**src/rtl/ntt_bram_sched.sv**
```systemverilog
// ntt_bram_sched: sequencing controller for the 16-bank coefficient BRAM chain
// of the 8-BU NTT core. It runs row load, all butterfly stages (ping-ponging
// between the two address halves) and handshaked result readout.
// Optional feature macro: NTT_SCHED_PERF_EN (busy-cycle performance counter).
module ntt_bram_sched #(
    parameter int ADDR_WIDTH = 5,
    parameter int NUM_STAGES = 7,
    parameter int BU_LAT     = 4
) (
    input  logic                  clk_i,
    input  logic                  rst_i,
    input  logic                  start_i,
    output logic                  busy_o,
    output logic                  done_o,
    input  logic                  ld_valid_i,
    output logic                  ld_ready_o,
    output logic                  out_valid_o,
    input  logic                  out_ready_i,
    output logic [1:0]            mode_BRAM_o,
    output logic                  we_o,
    output logic [ADDR_WIDTH-1:0] rd_addr_a_o,
    output logic [ADDR_WIDTH-1:0] rd_addr_b_o,
    output logic [ADDR_WIDTH-1:0] wr_addr_a_o,
    output logic [ADDR_WIDTH-1:0] wr_addr_b_o,
    output logic                  bu_valid_o,
    output logic [3:0]            stage_o,
    output logic [15:0]           perf_cycles_o
);

    localparam int R         = ADDR_WIDTH - 1;
    localparam int ROWS      = 1 << R;
    localparam int HALF      = ROWS / 2;
    localparam int STAGE_CYC = HALF + BU_LAT;
    localparam int KW        = $clog2(STAGE_CYC);

    localparam logic [KW-1:0] K_HALF   = KW'(HALF);
    localparam logic [KW-1:0] K_LAST   = KW'(STAGE_CYC - 1);
    localparam logic [R-1:0]  ROW_LAST = '1;
    localparam logic [3:0]    S_LAST   = 4'(NUM_STAGES - 1);
    localparam logic          RES_HALF = 1'(NUM_STAGES % 2);

    // Encoding doubles as the BRAM chain mode code.
    typedef enum logic [1:0] {
        S_IDLE    = 2'b00,
        S_LOAD    = 2'b01,
        S_RUN     = 2'b10,
        S_READOUT = 2'b11
    } state_e;

    state_e state_q, state_d;
    logic [R-1:0]  row_q, row_d;
    logic [KW-1:0] k_q, k_d;
    logic [3:0]    s_q, s_d;

    logic                  busy_q, busy_d;
    logic                  done_q, done_d;
    logic                  ld_ready_q, ld_ready_d;
    logic                  out_valid_q, out_valid_d;
    logic                  we_q, we_d;
    logic                  bu_valid_q, issue_d;
    logic [ADDR_WIDTH-1:0] rd_a_q, rd_a_d, rd_b_q, rd_b_d;
    logic [ADDR_WIDTH-1:0] wr_a_q, wr_a_d, wr_b_q, wr_b_d;

    // Write-back delay line: valid plus full write addresses of each issue.
    logic [BU_LAT-1:0]     pv_q;
    logic [ADDR_WIDTH-1:0] pa_q [BU_LAT];
    logic [ADDR_WIDTH-1:0] pb_q [BU_LAT];

    logic                  hs_ld, hs_out;
    logic [R-2:0]          c_d;
    logic [R-1:0]          mask_d, row_a_d, row_b_d;

    // One-hot mask of the butterfly bit for stage s.
    function automatic logic [R-1:0] bfly_mask(input logic [3:0] s);
        int unsigned b;
        b = int'(R - 1) - (int'(s) % R);
        return R'(1) << b;
    endfunction

    // Insert a zero into c at the butterfly bit position.
    function automatic logic [R-1:0] pair_row_a(input logic [R-2:0] c, input logic [R-1:0] m);
        logic [R-1:0] ce, lo;
        ce = {1'b0, c};
        lo = m - R'(1);
        return ((ce & ~lo) << 1) | (ce & lo);
    endfunction

    // Next-state logic plus next values of every registered output.
    always_comb begin
        state_d = state_q;
        row_d   = row_q;
        k_d     = k_q;
        s_d     = s_q;
        hs_ld   = (state_q == S_LOAD) && ld_valid_i && ld_ready_q;
        hs_out  = (state_q == S_READOUT) && out_valid_q && out_ready_i;

        case (state_q)
            S_IDLE: begin
                if (start_i) begin
                    state_d = S_LOAD;
                    row_d   = '0;
                    k_d     = '0;
                    s_d     = '0;
                end
            end
            S_LOAD: begin
                if (hs_ld) begin
                    row_d = row_q + 1'b1;
                    if (row_q == ROW_LAST) begin
                        state_d = S_RUN;
                        k_d     = '0;
                        s_d     = '0;
                    end
                end
            end
            S_RUN: begin
                if (k_q == K_LAST) begin
                    k_d = '0;
                    if (s_q == S_LAST) begin
                        state_d = S_READOUT;
                        row_d   = '0;
                    end else begin
                        s_d = s_q + 1'b1;
                    end
                end else begin
                    k_d = k_q + 1'b1;
                end
            end
            S_READOUT: begin
                if (hs_out) begin
                    row_d = row_q + 1'b1;
                    if (row_q == ROW_LAST) state_d = S_IDLE;
                end
            end
            default: state_d = S_IDLE;
        endcase

        // Outputs are computed from next-state values so that the registered
        // copies line up with the state they belong to.
        c_d     = k_d[R-2:0];
        mask_d  = bfly_mask(s_d);
        row_a_d = pair_row_a(c_d, mask_d);
        row_b_d = row_a_d | mask_d;
        issue_d = (state_d == S_RUN) && (k_d < K_HALF);

        rd_a_d = '0;
        rd_b_d = '0;
        if (issue_d) begin
            rd_a_d = {s_d[0], row_a_d};
            rd_b_d = {s_d[0], row_b_d};
        end else if (state_d == S_READOUT) begin
            rd_a_d = {RES_HALF, row_d};
            rd_b_d = {RES_HALF, row_d};
        end

        we_d   = 1'b0;
        wr_a_d = '0;
        wr_b_d = '0;
        if (hs_ld) begin
            we_d   = 1'b1;
            wr_a_d = {1'b0, row_q};
            wr_b_d = {1'b0, row_q};
        end else if (pv_q[BU_LAT-1]) begin
            we_d   = 1'b1;
            wr_a_d = pa_q[BU_LAT-1];
            wr_b_d = pb_q[BU_LAT-1];
        end

        ld_ready_d  = (state_d == S_LOAD);
        out_valid_d = (state_q == S_READOUT) && (state_d == S_READOUT) && !hs_out;
        done_d      = hs_out && (row_q == ROW_LAST);
        busy_d      = (state_d != S_IDLE);
    end

    // State, counters and registered outputs.
    always_ff @(posedge clk_i or negedge rst_i) begin
        if (!rst_i) begin
            state_q     <= S_IDLE;
            row_q       <= '0;
            k_q         <= '0;
            s_q         <= '0;
            busy_q      <= 1'b0;
            done_q      <= 1'b0;
            ld_ready_q  <= 1'b0;
            out_valid_q <= 1'b0;
            we_q        <= 1'b0;
            bu_valid_q  <= 1'b0;
            rd_a_q      <= '0;
            rd_b_q      <= '0;
            wr_a_q      <= '0;
            wr_b_q      <= '0;
        end else begin
            state_q     <= state_d;
            row_q       <= row_d;
            k_q         <= k_d;
            s_q         <= s_d;
            busy_q      <= busy_d;
            done_q      <= done_d;
            ld_ready_q  <= ld_ready_d;
            out_valid_q <= out_valid_d;
            we_q        <= we_d;
            bu_valid_q  <= issue_d;
            rd_a_q      <= rd_a_d;
            rd_b_q      <= rd_b_d;
            wr_a_q      <= wr_a_d;
            wr_b_q      <= wr_b_d;
        end
    end

    // Delay line: stage 0 mirrors the issue registers, so the tap at
    // BU_LAT-1 drives we_o exactly BU_LAT cycles after bu_valid_o.
    always_ff @(posedge clk_i or negedge rst_i) begin
        if (!rst_i) begin
            pv_q <= '0;
            for (int unsigned i = 0; i < BU_LAT; i++) begin
                pa_q[i] <= '0;
                pb_q[i] <= '0;
            end
        end else begin
            pv_q[0] <= issue_d;
            pa_q[0] <= {~s_d[0], row_a_d};
            pb_q[0] <= {~s_d[0], row_b_d};
            for (int unsigned i = 1; i < BU_LAT; i++) begin
                pv_q[i] <= pv_q[i-1];
                pa_q[i] <= pa_q[i-1];
                pb_q[i] <= pb_q[i-1];
            end
        end
    end

`ifdef NTT_SCHED_PERF_EN
    logic [15:0] perf_q;

    // Busy-cycle counter: clears on start, saturates, holds while idle.
    always_ff @(posedge clk_i or negedge rst_i) begin
        if (!rst_i) begin
            perf_q <= '0;
        end else if ((state_q == S_IDLE) && start_i) begin
            perf_q <= '0;
        end else if ((state_q != S_IDLE) && (perf_q != '1)) begin
            perf_q <= perf_q + 1'b1;
        end
    end

    assign perf_cycles_o = perf_q;
`else
    assign perf_cycles_o = '0;
`endif

    assign busy_o      = busy_q;
    assign done_o      = done_q;
    assign ld_ready_o  = ld_ready_q;
    assign out_valid_o = out_valid_q;
    assign mode_BRAM_o = state_q;
    assign we_o        = we_q;
    assign rd_addr_a_o = rd_a_q;
    assign rd_addr_b_o = rd_b_q;
    assign wr_addr_a_o = wr_a_q;
    assign wr_addr_b_o = wr_b_q;
    assign bu_valid_o  = bu_valid_q;
    assign stage_o     = s_q;

endmodule

```
**config.mk**
```make
export PLATFORM = sky130hd
export DESIGN_NAME = ntt_bram_sched
export DESIGN_NICKNAME = d
export VERILOG_FILES = /design/src/rtl/ntt_bram_sched.sv
export SDC_FILE = /design/constraint.sdc
export NUM_CORES = 1
export LEC_CHECK = 0
export ABC_AREA = 1
export CORE_AREA = 2 2 82 84
export CTS_CLUSTER_DIAMETER = 50
export DETAILED_ROUTE_END_ITERATION = 10
export DIE_AREA = 0 0 84 86
export GPL_ROUTABILITY_DRIVEN = 0
export HOLD_SLACK_MARGIN = 0.03
export PLACE_DENSITY_LB_ADDON = 0.15
export SLEW_MARGIN = 20
export SYNTH_ARGS = -nofsm -noshare
export SYNTH_HDL_FRONTEND = slang
export SYNTH_SLANG_ARGS = --single-unit
export TNS_END_PERCENT = 10
```
**constraint.sdc**
```tcl
create_clock -name clk_i -period 2.5 [get_ports clk_i]
set_input_delay 0.5 -clock clk_i [delete_from_list [all_inputs] [get_ports clk_i]]
set_output_delay 0.5 -clock clk_i [all_outputs]
set_load 0.005 [all_outputs]
```
* Word level (Yosys, flattened, before mapping)
Index checks and enable logic that the tools add are counted.
W data, S select, Z words.
** Storage, ports and cells
- Register bits :: 84
- Input bits :: 5
- Output and inout bits :: 48
- Word-level logic and storage cells :: 98
** Cells by class
- Add/sub/neg operators :: 5
- $lt $le $gt $ge :: 1
- Eq/ne operators :: 14
- Shift operators :: 1
- Muxes and demuxes :: 34
- Bitwise gates (word level) :: 6
- Reductions and logical operators :: 13
** Operator list (number)
- $mux W4 :: 14
- $mux W5 :: 7
- $shl A1 B32 Y4 const A :: 1
- $pmux W4 S3 :: 2
- $pmux W4 S4 :: 1
- $mux W2 :: 7
- $add A4 B1 Y4 const B :: 3
- $eq A2 B2 Y1 const B :: 4
- $eq A4 B4 Y1 const B :: 2
- $logic_and A1 B1 Y1 :: 8
- $ne A2 B2 Y1 const B :: 4
- $or A4 B4 Y4 :: 2
- $pmux W2 S4 :: 1
- $reduce_and A6 Y1 :: 1
- $and A3 B4 Y4 :: 1
- $eq A2 B1 Y1 const B :: 2
- $eq A4 B3 Y1 const B :: 1
- $lt A4 B4 Y1 const B :: 1
- $sub A4 B1 Y4 const B :: 1
- $and A3 B3 Y3 :: 1
- $not A3 Y3 :: 1
- $reduce_bool A3 Y1 :: 1
- $sub A2 B2 Y3 const A :: 1
- $logic_not A2 Y1 :: 1
- other kinds (5) :: 6

* Logic depth before layout (Yosys ltp)
- Depth after elaboration :: 13
- Depth in mapped cells :: 13
- Depth with buffers taken out :: 13

* Worst setup path before layout
No wires, ideal clock.
- Path kind :: reg-to-reg
- Start :: reg s_q[0] (netlist: stage_o[0])
- End :: reg rd_b_q[1] (netlist: rd_addr_b_o[1])
- Setup time :: 0.117 ns
- Data arrival time :: 1.612 ns
- Data required time :: 2.383 ns
- Path slack :: 0.771 ns
- Stages on the path, launching flop included :: 12
- Clock period less this slack :: 1.729 ns
- Cells stage by stage :: dfrtp_1 inv_1 ha_1 inv_1 o21ai_2 nor2_1 nor2_2 inv_2 nand3_1 nand3_2 nand2_1 nand2_1
** Between the ends
- Word-level cells in the longest chain between the ends :: 12
- Elaborated cells on any way between the ends :: 27
- Classes of those cells :: add/sub (3); eq/ne (3); shift (1); mux (14); bitwise (5); reduce/logical (1)
** Ends and longest elaborated chain
- start, declared :: line 53 : logic [3:0] s_q, s_d;
- start signal, assigned :: line 181 : s_q <= '0;
- start signal, assigned :: line 196 : s_q <= s_d;
- $add A4 B1 Y4 / $eq A4 B3 Y1 (equally long branches) :: line 123, 119
- $mux W4 * :: line 119 : if (s_q == S_LAST) begin
- $mux W4 * :: line 117 : if (k_q == K_LAST) begin
- $pmux W4 S3 * :: line 97 : case (state_q)
- named net s_d[1] :: line 53
- $sub A2 B2 Y3 * :: line 76 : b = int'(R - 1) - (int'(s) % R);
- $shl A1 B32 Y4 * :: line 77 : return R'(1) << b;
- $sub A4 B1 Y4 :: line 84 : lo = m - R'(1);
- $not A3 Y3 :: line 85 : return ((ce & ~lo) << 1) | (ce & lo);
- $and A3 B3 Y3 :: line 85
- $or A4 B4 Y4 :: line 85
- $or A4 B4 Y4 * :: line 143 : row_b_d = row_a_d | mask_d;
- named net row_b_d[1] :: line 71 : logic [R-1:0] mask_d, row_a_d, row_b_d;
- $mux W5 * :: line 148 : if (issue_d) begin
- named net rd_b_d[1] :: line 61 : logic [ADDR_WIDTH-1:0] rd_a_q, rd_a_d, rd_b_q, rd_b_d;
- end signal, assigned :: line 204 : rd_b_q <= rd_b_d;
- end, declared :: line 61
Mark *: on every way through the listed nets, which the timed path passes. The rest lies on a longest branch. The select of a mux whose other input is x is not followed.
A chain may end at the register's enable or synchronous reset.

* Worst setup path after layout
- Start :: reg s_q[1] (netlist: stage_o[1])
- End :: reg rd_a_q[1] (netlist: rd_addr_a_o[1])
** Between the ends
- Elaborated cells on any way between the ends :: 26
- Classes of those cells :: add/sub (3); eq/ne (3); shift (1); mux (14); bitwise (4); reduce/logical (1)
** RTL lines
- $eq A4 B3 Y1 :: line 119
- $mux W4 :: line 119
- $mux W4 :: line 117
- $pmux W4 S4 :: line 97
- named net row_d[1] :: line 51 : logic [R-1:0] row_q, row_d;
- $mux W5 :: line 151 : end else if (state_d == S_READOUT) begin
- $mux W5 :: line 148
- named net rd_a_d[1] :: line 61
- end signal, assigned :: line 203 : rd_a_q <= rd_a_d;
- end, declared :: line 61
The timed path passes the listed nets, and every way through them passes these cells. The select of a mux whose other input is x is not followed.

==> results_dict.tcl <==
set metrics [dict create \
    root_buffer "clkbuf_8" \
    min_period_ns 1.97 \
    cts_made_buffers 9 \
    ys_seq_area_share_pct 62.9 \
    yosys.area_share.simple_pct 19.0 \
    async_reset_ff_share_pct 100 \
    wirelength_mm 5.32 \
    leakage_nw 1.86 \
    drtPass1Iterations 4 \
    crit_start "stage_o[1]$_DFF_PN0_" \
    skew_ns 0.00796 \
    cts_sinks 77 \
    cp_max_fo 7 \
    route.detailed.drc 0 \
    total_power_mw 4.14 \
    max-slew-margin-rel_pct 66.5 \
    mostFrequentLayoutCell "dfrtp_1" \
    post_drt_wl_per_cell_um 12.6 \
    synth_area_um2 3060 \
    avgSynthCellArea_um2 10.4 \
    critPathMaxStageDelay_ns 0.50 \
    antenna_found_initial 0 \
    grt_max_degree 43 \
    post_synth_mux_area_share_pct 0 \
    synthCells 294 \
    worstPathRequired_ns 2.73 \
    cpMostUsedCell "nand2_1" \
    ctsResizeCount 0 \
    clkLatencyLatePin_ns 0.34 \
    num_antenna_cells 0 \
    clk_pin_slew_worst_paths_ns 0.08 \
    dp_hpwl_mm 3.96 \
    rr_startpoint "stage_o[1]$_DFF_PN0_" \
    drive_gt1_share_pct 15.1 \
    io_buffers 36 \
    synth_compound_area_share_pct 5.88 \
    grt_pass1_wl_mm 9.21 \
    synth_edf_count 0 \
    die_x_um 84 \
    whs_ns 0.125 \
    critical-path-top-delay-family "simple AND/OR/NAND/NOR gates" \
    ys.flop_type "dfrtp_1" \
    worst_pin_slew_ns 0.502 \
    yosys.area.top_type "dfrtp_1" \
    fp-row-count 29 \
    yosys-top-cells-area "dfrtp_1 63%, nand2_1 7.8%, buf_4 4.4%" \
    critPathBufInv 0 \
    drt_iter0_drc 129 \
    io_pins 53 \
    finalSetupTns_ns 0 \
    cellPowerDensity_nw_per_um2 1120 \
    final_cell_mix "77 x dfrtp_1, 64 x nand2_1, 35 x clkdlybuf4s50_1" \
    critPathLaunchType "flip-flop" \
    core-area_um2 6280 \
    initial_core_util_pct 48.8 \
    cts_tree "built" \
    viasPerCell 4.70 \
    grt_use_total_pct 16.5 \
    grt-ovfl-total 0 \
    vias 1978 \
    die-area_um2 7220 \
    drv_cap 0 \
    synth_top_area_share_pct 62.9 \
    synth-adder-area-share_pct 1.63 \
    grt_setup_unrepaired "no" \
    synth-seq-cells 77 \
    irDropWorstVdd_uv 593 \
    crit_chain "ha_1 > nand3_1 > o21ai_0 > nand2_1 > nor3_1 > o21ai_0 > nand2_1 > nand2_1" \
    timing.final.max_slew_violations 0 \
    synth-xor-area-share_pct 0.572 \
    clockBufferDepth 2 \
    status "finished, final reports clean" \
    cts_setup_buffers 0 \
    fin_nets 348 \
    grt_pass1_vias 1935 \
    cts_max_level 3 \
    fill_cells 544 \
    end_kind "flip-flop" \
    critPathArrivalTime_ns 2.20 \
    crit_type "flip-flop to flip-flop" \
    post-route-period-util_pct 78.9 \
    ant_nets 0 \
    max_freq_mhz 507 \
    hold_path_class "input pin to async pin" \
    hold_violations 0 \
    slowest_stage "dfrtp_1" \
    area_growth_pct 20.2 \
    ys_warn_count 0 \
    cts_hold_buf 0 \
    fp.dieH_um 86 \
    synth_cell_types 32 \
    finalSetupViolations 0 \
    synth_top_family_by_area "simple AND/OR/NAND/NOR gates" \
]
routing by layer:
layer | wire length [um] | GRT usage [%] | vias up | share of wire, %
met2 | 2710 | 26.8 | 41 | 51
met3 | 149 | 3.75 | 4 | 2.8
met5 | 0 | 0 | - | 0
met1 | 2430 | 21.7 | 946 | 46
met4 | 36 | 6.74 | 0 | 0.68
li1 | - | - | 987 | -
where the power goes:
group / switching, mW / internal, mW / total (mW)
logic: 0.695 / 0.534 / 1.23
clock network: 0.473 / 0.579 / 1.05
registers: 0.178 / 1.68 / 1.86
final cells by class:
cell class                      instances  area, um2  share of cell area [%]
Sequential cell                        77       1930                    52.3
Multi-Input combinational cell        172        890                    24.2
Clock inverter                          7        106                    2.89
Tap cell                               77       96.3                    2.62
Clock buffer                            9        124                    3.36
Timing Repair Buffer                   41        395                    10.7
Inverter                               38        145                    3.94
per-stage QoR:
stage	setup slack [ns]	utilization, %	instance area [um2]	std cells
final	0.528	58.7	3680	421
after global routing	0.337	58.7	3680	421
after CTS	0.516	58.7	3680	421
after detailed placement	0.312	55.0	3450	405
after global placement	0.348	55.0	3450	405
after floorplan	0.771	-	3120	309
sequential cells by signal, summed over array words and instances (netlist names):
| register | count |
|---|---|
| pa_q | 20 |
| pb_q | 16 |
| rd_addr_a_o | 5 |
| wr_addr_a_o | 5 |
| k_q | 4 |
| pv_q | 4 |
| rd_addr_b_o | 4 |
| row_q | 4 |
| stage_o | 4 |
| wr_addr_b_o | 4 |
| mode_BRAM_o | 2 |
| busy_o | 1 |
| done_o | 1 |
| ld_ready_o | 1 |
| out_valid_o | 1 |
| we_o | 1 |
worst paths after layout:
kind                                            endpoint  slack [ns]  cells after the start
worst min register to register        pa_q[11]$_DFF_PN0_        0.35                      0
worst max register to register  rd_addr_a_o[1]$_DFF_PN0_        0.53                      8
worst max-delay path            rd_addr_a_o[1]$_DFF_PN0_        0.53                      8
max in group asynchronous              pb_q[0]$_DFF_PN0_        1.75                      2
min in group clk_i                    pa_q[11]$_DFF_PN0_        0.35                      0
worst min-delay path            wr_addr_a_o[4]$_DFF_PN0_        0.12                      1
cell usage after synthesis (2+ instances only):
cell	count
dfrtp_1	77
nor2_4	2
nor2_2	5
or2_2	3
o211ai_1	2
inv_1	34
nand2_1	64
ha_1	4
nand3_1	21
o21ai_2	2
nand2_2	5
o22ai_1	4
buf_4	18
o21ai_0	17
nor3_1	2
nand3_2	7
inv_2	3
a21oi_1	4
nor2_1	6
nand4_1	2
kinds of logic (layout without fill, tap and decap cells):
| logic type | count (synthesis) | after routing |
|---|---|---|
| AO/OA/AOI/OAI | 31 | 31 |
| flip-flops | 77 | 77 |
| AND/OR/NAND/NOR | 119 | 119 |
| XOR/XNOR | 2 | 2 |
| buffers and inverters | 60 | 95 |
| adder cells (fa/ha/maj) | 4 | 4 |
| other | 1 | 16 |
Note: power is estimated with default switching activity, not from simulation.
